File: src/rtl/jtkicker_psgq.sv
// jtkicker_psgq: CPU write queue feeding a PSG through a cs/wr/ready sequencer.
// Define JTKICKER_PSGQ_OVF_EN to enable the sticky overflow flag.
`timescale 1ns/1ps
module jtkicker_psgq #(
    parameter int AW   = 2,
    parameter int TOUT = 63
) (
    input  logic       clk,
    input  logic       rstn,
    input  logic       cpu_cen,
    input  logic       wr,
    input  logic [7:0] din,
    input  logic       psg_cen,
    input  logic       psg_ready,
    output logic       psg_cs_n,
    output logic       psg_wr_n,
    output logic [7:0] psg_din,
    output logic       busy,
    output logic       ovf,
    input  logic       ovf_clr
);
    localparam int DEPTH = 1 << AW;
    localparam int TW    = (TOUT < 1) ? 1 : $clog2(TOUT + 1);

    typedef enum logic [1:0] {
        IDLE,
        SETUP,
        STROBE,
        WAIT
    } state_t;

    logic [7:0]    mem_q [DEPTH];
    logic [AW:0]   wptr_q, wptr_d;
    logic [AW:0]   rptr_q, rptr_d;
    logic          empty, full, push, pop;
    state_t        state_q;
    logic          cs_n_q, wr_n_q;
    logic [7:0]    dout_q;
    logic [TW-1:0] tcnt_q;
    logic          seen_q;

    assign empty = (wptr_q == rptr_q);
    assign full  = (wptr_q[AW] != rptr_q[AW]) &&
                   (wptr_q[AW-1:0] == rptr_q[AW-1:0]);
    assign push  = wr & cpu_cen & ~full;
    assign pop   = psg_cen & ~empty & (state_q == IDLE);

    assign wptr_d = wptr_q + (AW+1)'(push);
    assign rptr_d = rptr_q + (AW+1)'(pop);

    always_ff @(posedge clk) begin
        if (push) mem_q[wptr_q[AW-1:0]] <= din;
    end

    always_ff @(posedge clk) begin
        if (!rstn) begin
            wptr_q <= '0;
            rptr_q <= '0;
        end else begin
            wptr_q <= wptr_d;
            rptr_q <= rptr_d;
        end
    end

    // ready low is latched on any clk cycle, so short pulses between ticks count
    always_ff @(posedge clk) begin
        if (!rstn) begin
            state_q <= IDLE;
            cs_n_q  <= 1'b1;
            wr_n_q  <= 1'b1;
            dout_q  <= '0;
            tcnt_q  <= '0;
            seen_q  <= 1'b0;
        end else begin
            if (state_q == WAIT && !psg_ready) seen_q <= 1'b1;
            if (psg_cen) begin
                unique case (state_q)
                    IDLE: begin
                        if (!empty) begin
                            dout_q  <= mem_q[rptr_q[AW-1:0]];
                            cs_n_q  <= 1'b0;
                            state_q <= SETUP;
                        end
                    end
                    SETUP: begin
                        wr_n_q  <= 1'b0;
                        state_q <= STROBE;
                    end
                    STROBE: begin
                        wr_n_q  <= 1'b1;
                        cs_n_q  <= 1'b1;
                        tcnt_q  <= '0;
                        seen_q  <= 1'b0;
                        state_q <= WAIT;
                    end
                    WAIT: begin
                        if ((seen_q && psg_ready) || tcnt_q == TW'(TOUT))
                            state_q <= IDLE;
                        else
                            tcnt_q <= tcnt_q + TW'(1);
                    end
                    default: state_q <= IDLE;
                endcase
            end
        end
    end

    assign psg_cs_n = cs_n_q;
    assign psg_wr_n = wr_n_q;
    assign psg_din  = dout_q;
    assign busy     = ~empty | (state_q != IDLE);

`ifdef JTKICKER_PSGQ_OVF_EN
    logic drop, ovf_q, ovf_d;

    assign drop = wr & cpu_cen & full;

    always_comb begin
        ovf_d = ovf_q;
        if (ovf_clr) ovf_d = 1'b0;
        if (drop)    ovf_d = 1'b1;
    end

    always_ff @(posedge clk) begin
        if (!rstn) ovf_q <= 1'b0;
        else       ovf_q <= ovf_d;
    end

    assign ovf = ovf_q;
`else
    logic unused_ovf_clr;
    assign unused_ovf_clr = ovf_clr;
    assign ovf = 1'b0;
`endif

endmodule

File: config.mk
export PLATFORM = sky130hd
export DESIGN_NAME = jtkicker_psgq
export DESIGN_NICKNAME = d
export VERILOG_FILES = /design/src/rtl/jtkicker_psgq.sv
export SDC_FILE = /design/constraint.sdc
export NUM_CORES = 1
export LEC_CHECK = 0
export CAP_MARGIN = 10
export CELL_PAD_IN_SITES_DETAIL_PLACEMENT = 1
export CELL_PAD_IN_SITES_GLOBAL_PLACEMENT = 2
export CORE_ASPECT_RATIO = 0.5
export CORE_MARGIN = 2
export CORE_UTILIZATION = 39
export DETAILED_ROUTE_END_ITERATION = 12
export PLACE_DENSITY = 0.78
export SLEW_MARGIN = 5
export SYNTH_ARGS = -nofsm -noshare
export SYNTH_HDL_FRONTEND = slang
export SYNTH_SLANG_ARGS = --single-unit
File: constraint.sdc
create_clock -name clk -period 2.7 [get_ports clk]
set_input_delay 0.675 -clock clk [delete_from_list [all_inputs] [get_ports clk]]
set_output_delay 0.675 -clock clk [all_outputs]
set_load 0.02 [all_outputs]
### After elaboration in Yosys (flattened, before gate mapping)

Memory sizes are Yosys's and may differ from the RTL's. A register that Yosys moved wholly into a read port is not among the register bits.
Cells that the tools add are included.

| storage, ports and cells | value |
|---|---|
| flip-flop bits (word level) | 17 |
| memories | 1 |
| logic and storage cells | 57 |
| RAM bits | 32 |
| output and inout port bits | 12 |
| input port bits | 15 |

| cells by class | value |
|---|---|
| $add $sub $neg | 3 |
| reduce and logical (&&, ||, !) cells | 16 |
| muxes and demuxes | 13 |
| bitwise operators | 7 |
| equality and inequality tests | 10 |

Memories:

| name | depth | width | read ports | clocked after Yosys merged registers in | write ports | line | RTL |
|---|---|---|---|---|---|---|---|
| mem_q | 4 | 8 | 1 | 1 | 1 | 32 | `logic [7:0] mem_q [DEPTH];` |

Operators by type and width:

| cell | count |
|---|---|
| $pmux W6 S2 | 1 |
| $reduce_and A3 Y1 | 4 |
| $pmux W2 S4 | 1 |
| $reduce_bool A2 Y1 | 4 |
| $add A3 B1 Y3 | 2 |
| $add A6 B1 Y6 const B | 1 |
| $eq A6 B6 Y1 const B | 1 |
| $mux W1 | 6 |
| $mux W6 | 1 |
| $and A1 B1 Y1 | 4 |
| $eq A2 B2 Y1 const B | 2 |
| $mux W2 | 2 |
| $ne A2 B2 Y1 const B | 2 |
| $pmux W1 S2 | 2 |
| $eq A3 B3 Y1 | 1 |
| $logic_and A1 B1 Y1 | 3 |
| $eq A2 B1 Y1 const B | 1 |
| $eq A2 B2 Y1 | 1 |
| $logic_not A1 Y1 | 2 |
| $logic_not A2 Y1 | 1 |
| $ne A2 B1 Y1 const B | 1 |
| $not A1 Y1 | 2 |
| $reduce_and A2 Y1 | 1 |
| $logic_or A1 B1 Y1 | 1 |
| other kinds (2) | 2 |

### Depth between registers and ports, before layout

Gate-level depths: netlist (run 1).

| logic depth | value |
|---|---|
| depth in word-level cells | 6 |
| mapped depth | 9 |

### Worst setup path after synthesis (run 1)

No wires, ideal clock.

| timing | value |
|---|---|
| path kind | in2reg |
| start | input wr |
| end | memory mem_q[0][0] (enable) |
| data required time | 2.315 ns |
| path buffers | 0 |
| setup slack | 0.625 ns |
| stages on the path | 3 |
| arrival | 1.689 ns |
| library setup time | 0.385 ns |
| cells stage by stage | nand2_1 a31oi_1 nor3b_1 |

| on the way | value |
|---|---|
| word-level cells in the longest chain between the ends | 4 |

RTL lines:

| item | line | RTL |
|---|---|---|
| from (decl) | 11 | `input logic wr,` |
| $and A1 B1 Y1 (2 in a row) | 45 | `assign push = wr & cpu_cen & ~full;` |
| $mux W1 | 52 | `if (push) mem_q[wptr_q[AW-1:0]] <= din;` |
| $mux W1 (not written as such) | 52 |  |
| to (decl) | 32 |  |

No other way between the ends.

### Worst setup path in the final report (run 1)

| timing | value |
|---|---|
| start | register wptr_q[1] |
| end | output busy |

| on the way | value |
|---|---|
| word-level cells in the longest chain between the ends | 3 |

RTL lines:

| item | line | RTL |
|---|---|---|
| from (decl) | 33 | `logic [AW:0] wptr_q, wptr_d;` |
| from (signal assigned) | 60 | `wptr_q <= wptr_d;` |
| $eq A3 B3 Y1 | 42 | `assign empty = (wptr_q == rptr_q);` |
| $not A1 Y1 | 111 | `assign busy = ~empty \| (state_q != IDLE);` |
| $or A1 B1 Y1 | 111 |  |
| to (decl) | 18 | `output logic busy,` |

No other way between the ends.

==> summary.md, run 1 <==
| Metric | Value |
|---|---|
| CP Class | `flip-flop to output pin` |
| Routed vias | `1456` |
| Cells after synthesis | `176` |
| Ys async rst share | `0` |
| R2R setup slack | `0.86 ns` |
| Top FF cell, synth | `edfxtp_1` |
| RSZ-0062 raised after global routing | `no` |
| Mapped Avg Cell Area | `13.9 um2` |
| Synthesis-to-layout area growth | `25.7%` |
| CP max FO | `6` |
| CP Cell Sequence | `xnor2_2, nand4_1, clkdlybuf4s50_1` |
| Die Span Y | `60.1 um` |
| Gp weighted congestion | `0.710` |
| PwrDens | `778 mW/mm2` |
| Starting Density | `0.403` |
| Post-synth EDFFs | `32` |
| Nature of the critical path endpoint | `output pin` |
| # IOs | `27` |
| Max incr delay on CP | `0.58 ns` |
| GR Util All Layers | `0.150` |
| Period minus WS final | `2.42 ns` |
| Largest net degree at the start of global routing | `31` |
| Cell variety after synth | `39` |
| Die area | `0.00698 mm2` |
| Via density | `4.79` |
| Synth area leader | `edfxtp_1` |
| First-pass detailed-route iteration total | `4` |
| Critical path data required time | `2.03 ns` |
| Max Buffers Root-to-Sink | `2` |
| Post-layout nets | `235` |
| Share of layout cells above drive strength 1 | `0.167` |
| PortBufs | `24` |
| Static leakage | `1.10 nW` |
| Yosys top cell area share | `0.392` |
| Ys Warns | `0` |
| Grt ovf | `0` |
| Vias in the first global route | `1530` |
| Setup Skew | `0.00788 ns` |
| Sequential area share after synthesis | `0.596` |
| Fin Setup TNS | `0 ns` |
| CP max-delay cell | `clkdlybuf4s50_1` |
| Final setup viols | `0` |
| Dpl hpwl | `3000 um` |
| Fillcell total | `608` |
| Placed inst area | `0.00281 mm2` |
| Die outline width | `116 um` |
| Wire length per cell | `14.9 um` |
| Drt drc | `0` |
| Sinks on the clock net | `57` |
| # resized after CTS | `0` |
| Hold Crit Start | `psg_wr_n$_SDFFE_PN1P_` |
| Root Buffer | `clkbuf_16` |
| Setup repair bufs after CTS | `0` |
| Yosys reg bits | `57` |
| Drt total wl | `4530 um` |
| CTS Hold Bufs | `0` |
| Fmax | `414 MHz` |
| 1st-iter DRT viols | `58` |
| Reg2reg end | `mem_q[3][7]$_DFFE_PP_` |
| CP top delay family | `buffers and inverters` |
| Outcome | `complete, no violations` |
| Worst-Skew Late Latency | `0.32 ns` |
| Clock buffer count from CTS | `9` |
| Worst hold endpoint | `psg_wr_n$_SDFFE_PN1P_` |
| H-Tree Level Count | `3` |
| Peak VDD IR | `0.000345 V` |
| Hold path depth | `2` |
| HP Class | `flip-flop to flip-flop` |
| DRT antenna net count | `0` |
| Max-slew violations | `0` |
| Final Hold Fails | `0` |
| Cells on worst reg2reg path | `3` |
| Mapped Area | `0.00245 mm2` |
| Cell area after layout | `0.00308 mm2` |
| Clk slew on worst S/H paths | `0.05 ns` |
| Worst path arrival time | `1.74 ns` |
| Mapped Nets | `200` |
| CP Launch Type | `flip-flop` |
| Tcrit/Tclk final | `0.895` |
| # rows | `20` |
| Core area | `0.00608 mm2` |
| ANT cells | `0` |
| Worst r2r src | `wptr_q[0]$_SDFF_PN0_` |
| Max_cap viols | `0` |
| WP buf/inv | `1` |
| Initial antenna violation count | `0` |
| Synth area leaders | `edfxtp_1, dfxtp_1, ha_1, mux4_1, mux2i_1` |
| CTS tree | `built` |
| First-pass GRT wire length | `7500 um` |
## cell usage after synthesis (4+ instances only)
library cell / instances
nand4_1: 4
edfxtp_1: 32
mux2i_1: 10
ha_1: 9
nor2b_1: 8
mux4_1: 4
nand3_1: 5
and2_1: 6
dfxtp_1: 25
inv_1: 5
nand2_1: 21
mux4_2: 4
o21ai_0: 4
## cells in the final DEF, fill, tap and decap left out, types with 2 or more instances in the layout
master,n
nand3_1,5
mux2i_1,10
edfxtp_1,32
clkbuf_16,9
buf_4,8
nand4_1,4
o21ai_0,4
xnor2_2,2
clkdlybuf4s50_1,24
nand2_1,21
clkinvlp_4,3
and2_1,6
xor2_1,3
or3_1,2
clkinv_4,2
dfxtp_1,25
inv_1,5
a31oi_1,2
o31a_1,2
ha_1,9
nor2b_1,8
o22ai_1,2
nor2_1,3
mux4_1,4
mux4_2,4
## cell families after synthesis
group	share of synthesized area
buffers and inverters	0.0296
adder cells (fa/ha/maj)	0.0459
flip-flops	0.596
AND/OR/NAND/NOR	0.109
other	0.00153
AO/OA/AOI/OAI	0.0709
multiplexers	0.120
XOR/XNOR	0.0275
## routing by layer
metal,vias up,routed length [um],share of wire,GRT usage
met1,717,1980,0.44,0.181
met3,4,156,0.034,0.0517
li1,715,-,-,-
met2,20,2350,0.52,0.249
met4,0,36,0.0080,0.0612
met5,-,0,0,0
## area by class of cell
class                           count  area (um2)  share of cell area
Timing Repair Buffer               32         300              0.0974
Tap cell                           88         110              0.0357
Clock buffer                       10         229              0.0742
Inverter                            5        18.8             0.00609
Multi-Input combinational cell    106         920               0.298
Sequential cell                    57        1460               0.474
Clock inverter                      6        45.0              0.0146
## stage by stage
| stage | cells | setup WS, ns | total power, mW | hold WS, ns | utilization |
|---|---|---|---|---|---|
| after CTS | 304 | 0.242 | 2.44 | 0.486 | 0.507 |
| after detailed placement | 288 | 0.245 | 1.41 | 0.475 | 0.462 |
| after floorplan | 176 | 0.625 | 1.27 | 0.453 | - |
| after global placement | 288 | 0.339 | 1.39 | 0.454 | 0.462 |
| final | 304 | 0.284 | 2.40 | 0.481 | 0.507 |
| after global routing | 304 | 0.146 | 2.51 | 0.495 | 0.507 |
## worst register-to-register path, stage by stage (launching register included)
cell	delay, ns
dfxtp_1	0.45
xnor2_2	0.13
a31oi_1	0.39
and3_1	0.51
## power breakdown
group          total, mW  switching [mW]  internal (mW)
clock               1.02           0.396          0.621
combinational      0.388           0.193          0.194
sequential         0.995          0.0294          0.965
total               2.40           0.619           1.78
## flip-flops by register name, summed over array words and instances (netlist names)
name	count
mem_q	32
psg_cs_n	1
psg_din	8
psg_wr_n	1
rptr_q	3
seen_q	1
state_q	2
tcnt_q	6
wptr_q	3
## worst max path at each step
| stage | slack [ns] | from | endpoint | cells after the start |
|---|---|---|---|---|
| finish | 0.28 | wptr_q[1]$_SDFF_PN0_ | busy | 3 |
| detailed placement | 0.25 | wr | mem_q[3][4]$_DFFE_PP_ | 4 |
| CTS | 0.24 | state_q[1]$_SDFFE_PN0P_ | busy | 4 |
| floorplan | 0.63 | wr | mem_q[0][0]$_DFFE_PP_ | 3 |
| global placement | 0.34 | wr | mem_q[3][0]$_DFFE_PP_ | 4 |
| global route | 0.15 | wptr_q[1]$_SDFF_PN0_ | busy | 3 |
Power figures use the tool's default switching activity.
==> inputs of run 2 (changes only) <==
==> constraint.sdc (replaced) <==
create_clock -name clk -period 2.7 [get_ports clk]
set_input_delay 0.675 -clock clk [delete_from_list [all_inputs] [get_ports clk]]
set_output_delay 0.675 -clock clk [all_outputs]
set_load 0.05 [all_outputs]
==> run 2 against run 1 <==
Sequential cell count unchanged. Worst setup slack improved by 0.28 ns. Global-route usage increased by 0.095 points. Highest routed layer unchanged.
==> summary.md, run 2 (synthesized netlist as in run 1, its figures left out) <==
| Metric | Value |
|---|---|
| Outcome | `complete, no violations (unchanged)` |
| Die Span Y | `60.1 um (unchanged)` |
| Worst-Skew Late Latency | `0.32 ns (about the same)` |
| Nature of the critical path endpoint | `output pin (unchanged)` |
| GR Util All Layers | `0.151 (was 0.150)` |
| CP Launch Type | `flip-flop (unchanged)` |
| Root Buffer | `clkbuf_16 (unchanged)` |
| Reg2reg end | `mem_q[3][1]$_DFFE_PP_ (was mem_q[3][7]$_DFFE_PP_)` |
| Synthesis-to-layout area growth | `26.9% (was 25.7%)` |
| PortBufs | `24 (unchanged)` |
| Final Hold Fails | `0 (unchanged)` |
| Max_cap viols | `0 (unchanged)` |
| Fillcell total | `603 (was 608)` |
| Setup Skew | `0.00562 ns (was 0.00788 ns)` |
| Worst path arrival time | `1.47 ns (was 1.74 ns)` |
| Fmax | `467 MHz (was 414 MHz)` |
| 1st-iter DRT viols | `54 (was 58)` |
| Sinks on the clock net | `57 (unchanged)` |
| Share of layout cells above drive strength 1 | `0.171 (was 0.167)` |
| Worst r2r src | `wptr_q[0]$_SDFF_PN0_ (unchanged)` |
| Setup repair bufs after CTS | `0 (unchanged)` |
| Die area | `0.00698 mm2 (unchanged)` |
| Most frequent cells in the layout | `edfxtp_1, dfxtp_1, clkdlybuf4s50_1 (unchanged)` |
| Max Buffers Root-to-Sink | `2 (unchanged)` |
| Critical path data required time | `2.03 ns (about the same)` |
| Gp weighted congestion | `0.715 (was 0.710)` |
| CP max-delay cell | `clkdlybuf4s50_1 (unchanged)` |
| Post-layout nets | `235 (unchanged)` |
| Vias in the first global route | `1577 (was 1530)` |
| Register Area | `0.00146 mm2 (unchanged)` |
| CP top delay family | `buffers and inverters (unchanged)` |
| CP Class | `flip-flop to output pin (unchanged)` |
| Core area | `0.00608 mm2 (unchanged)` |
| DRT antenna net count | `0 (unchanged)` |
| # rows | `20 (unchanged)` |
| Worst Tran Pin Value | `0.502 ns` |
| Worst Setup SP | `psg_cs_n$_SDFFE_PN1P_ (was wptr_q[1]$_SDFF_PN0_)` |
| CTS Hold Bufs | `0 (unchanged)` |
| Final setup viols | `0 (unchanged)` |
| PwrDens | `832 mW/mm2 (was 778 mW/mm2)` |
| # IOs | `27 (unchanged)` |
| Tcrit/Tclk final | `0.793 (was 0.895)` |
| HP Class | `flip-flop to flip-flop (unchanged)` |
| Period minus WS final | `2.14 ns (was 2.42 ns)` |
| WP buf/inv | `1 (unchanged)` |
| Starting Density | `0.403 (unchanged)` |
| ANT cells | `0 (unchanged)` |
| Fin Setup TNS | `0 ns (unchanged)` |
| Max FFs per register | `32 (unchanged)` |
| Relative slew slack | `0.664` |
| CP Depth | `1 (was 3)` |
| Wire length per cell | `15.2 um (was 14.9 um)` |
| Cells on worst reg2reg path | `3 (unchanged)` |
| Largest net degree at the start of global routing | `31 (unchanged)` |
| Final Power | `2.59 mW (was 2.40 mW)` |
| Clk slew on worst S/H paths | `0.05 ns (about the same)` |
| First-pass GRT wire length | `7690 um (was 7500 um)` |
| Clock buffer count from CTS | `9 (unchanged)` |
| CP Capture Point | `psg_cs_n (was busy)` |
| Multi-input logic area | `920 um2 (unchanged)` |
| Most common cell after layout, fill and taps aside | `edfxtp_1 (unchanged)` |
| Grt ovf | `0 (unchanged)` |
| Max incr delay on CP | `0.81 ns (was 0.58 ns)` |
| H-Tree Level Count | `3 (unchanged)` |
| RSZ-0062 raised after global routing | `no (unchanged)` |
| Peak VDD IR | `0.000403 V (was 0.000345 V)` |
| # resized after CTS | `0 (unchanged)` |
| Max-slew violations | `0 (unchanged)` |
| CTS tree | `built (unchanged)` |
| R2R setup slack | `0.78 ns (was 0.86 ns)` |
| Dpl hpwl | `2960 um (was 3000 um)` |
| Routed vias | `1469 (was 1456)` |
| Drt drc | `0 (unchanged)` |
| Initial antenna violation count | `0 (unchanged)` |
| CP Cell Sequence | `clkdlybuf4s50_1 (was xnor2_2, nand4_1, clkdlybuf4s50_1)` |
| Via density | `4.83 (was 4.79)` |
| First-pass detailed-route iteration total | `4 (unchanged)` |
| Static leakage | `1.12 nW (was 1.10 nW)` |
| CP max FO | `3 (was 6)` |
| Drt total wl | `4640 um (was 4530 um)` |
| Die outline width | `116 um (unchanged)` |
==> run 2: worst min path at each step <==
stage	start	end	depth (start not counted)
after floorplan	tcnt_q[1]$_SDFFE_PN0P_	tcnt_q[1]$_SDFFE_PN0P_	2
after global placement	psg_wr_n$_SDFFE_PN1P_	psg_wr_n$_SDFFE_PN1P_	2
after detailed placement	psg_wr_n$_SDFFE_PN1P_	psg_wr_n$_SDFFE_PN1P_	2
after CTS	tcnt_q[1]$_SDFFE_PN0P_	tcnt_q[1]$_SDFFE_PN0P_	2
after global routing	tcnt_q[1]$_SDFFE_PN0P_	tcnt_q[1]$_SDFFE_PN0P_	2
final	tcnt_q[1]$_SDFFE_PN0P_	tcnt_q[1]$_SDFFE_PN0P_	2
==> run 2: final cells by class <==
type | count | area share
clock buffer | 11 | 0.0779
tap | 88 | 0.0354
clock inverter | 5 | 0.0205
inverter | 5 | 0.00603
sequential | 57 | 0.469
timing repair buffer | 32 | 0.0956
multi-input combinational | 106 | 0.295
==> run 2: layer usage <==
layer	wire length, um	track usage	vias up
met4	26	0.0510	0
met3	119	0.0436	3
met2	2290	0.262	20
met5	0	0	-
li1	-	-	718
met1	2200	0.183	728
==> run 2: metrics by stage <==
| step | hold slack [ns] | utilization | area (um2) | setup WS [ns] | instances |
|---|---|---|---|---|---|
| 2_1_floorplan | 0.453 | - | 2450 | 0.625 | 176 |
| 3_3_place_gp | 0.454 | 0.462 | 2810 | 0.339 | 288 |
| 3_5_place_dp | 0.469 | 0.462 | 2810 | 0.255 | 288 |
| 4_1_cts | 0.481 | 0.512 | 3110 | 0.545 | 304 |
| 5_1_grt | 0.511 | 0.512 | 3110 | 0.422 | 304 |
| 6_report | 0.474 | 0.512 | 3110 | 0.560 | 304 |
==> run 2: power by group <==
part | internal [mW] | switching [mW]
logic | 0.190 | 0.271
clock network | 0.745 | 0.390
registers | 0.965 | 0.0303
total | 1.90 | 0.690
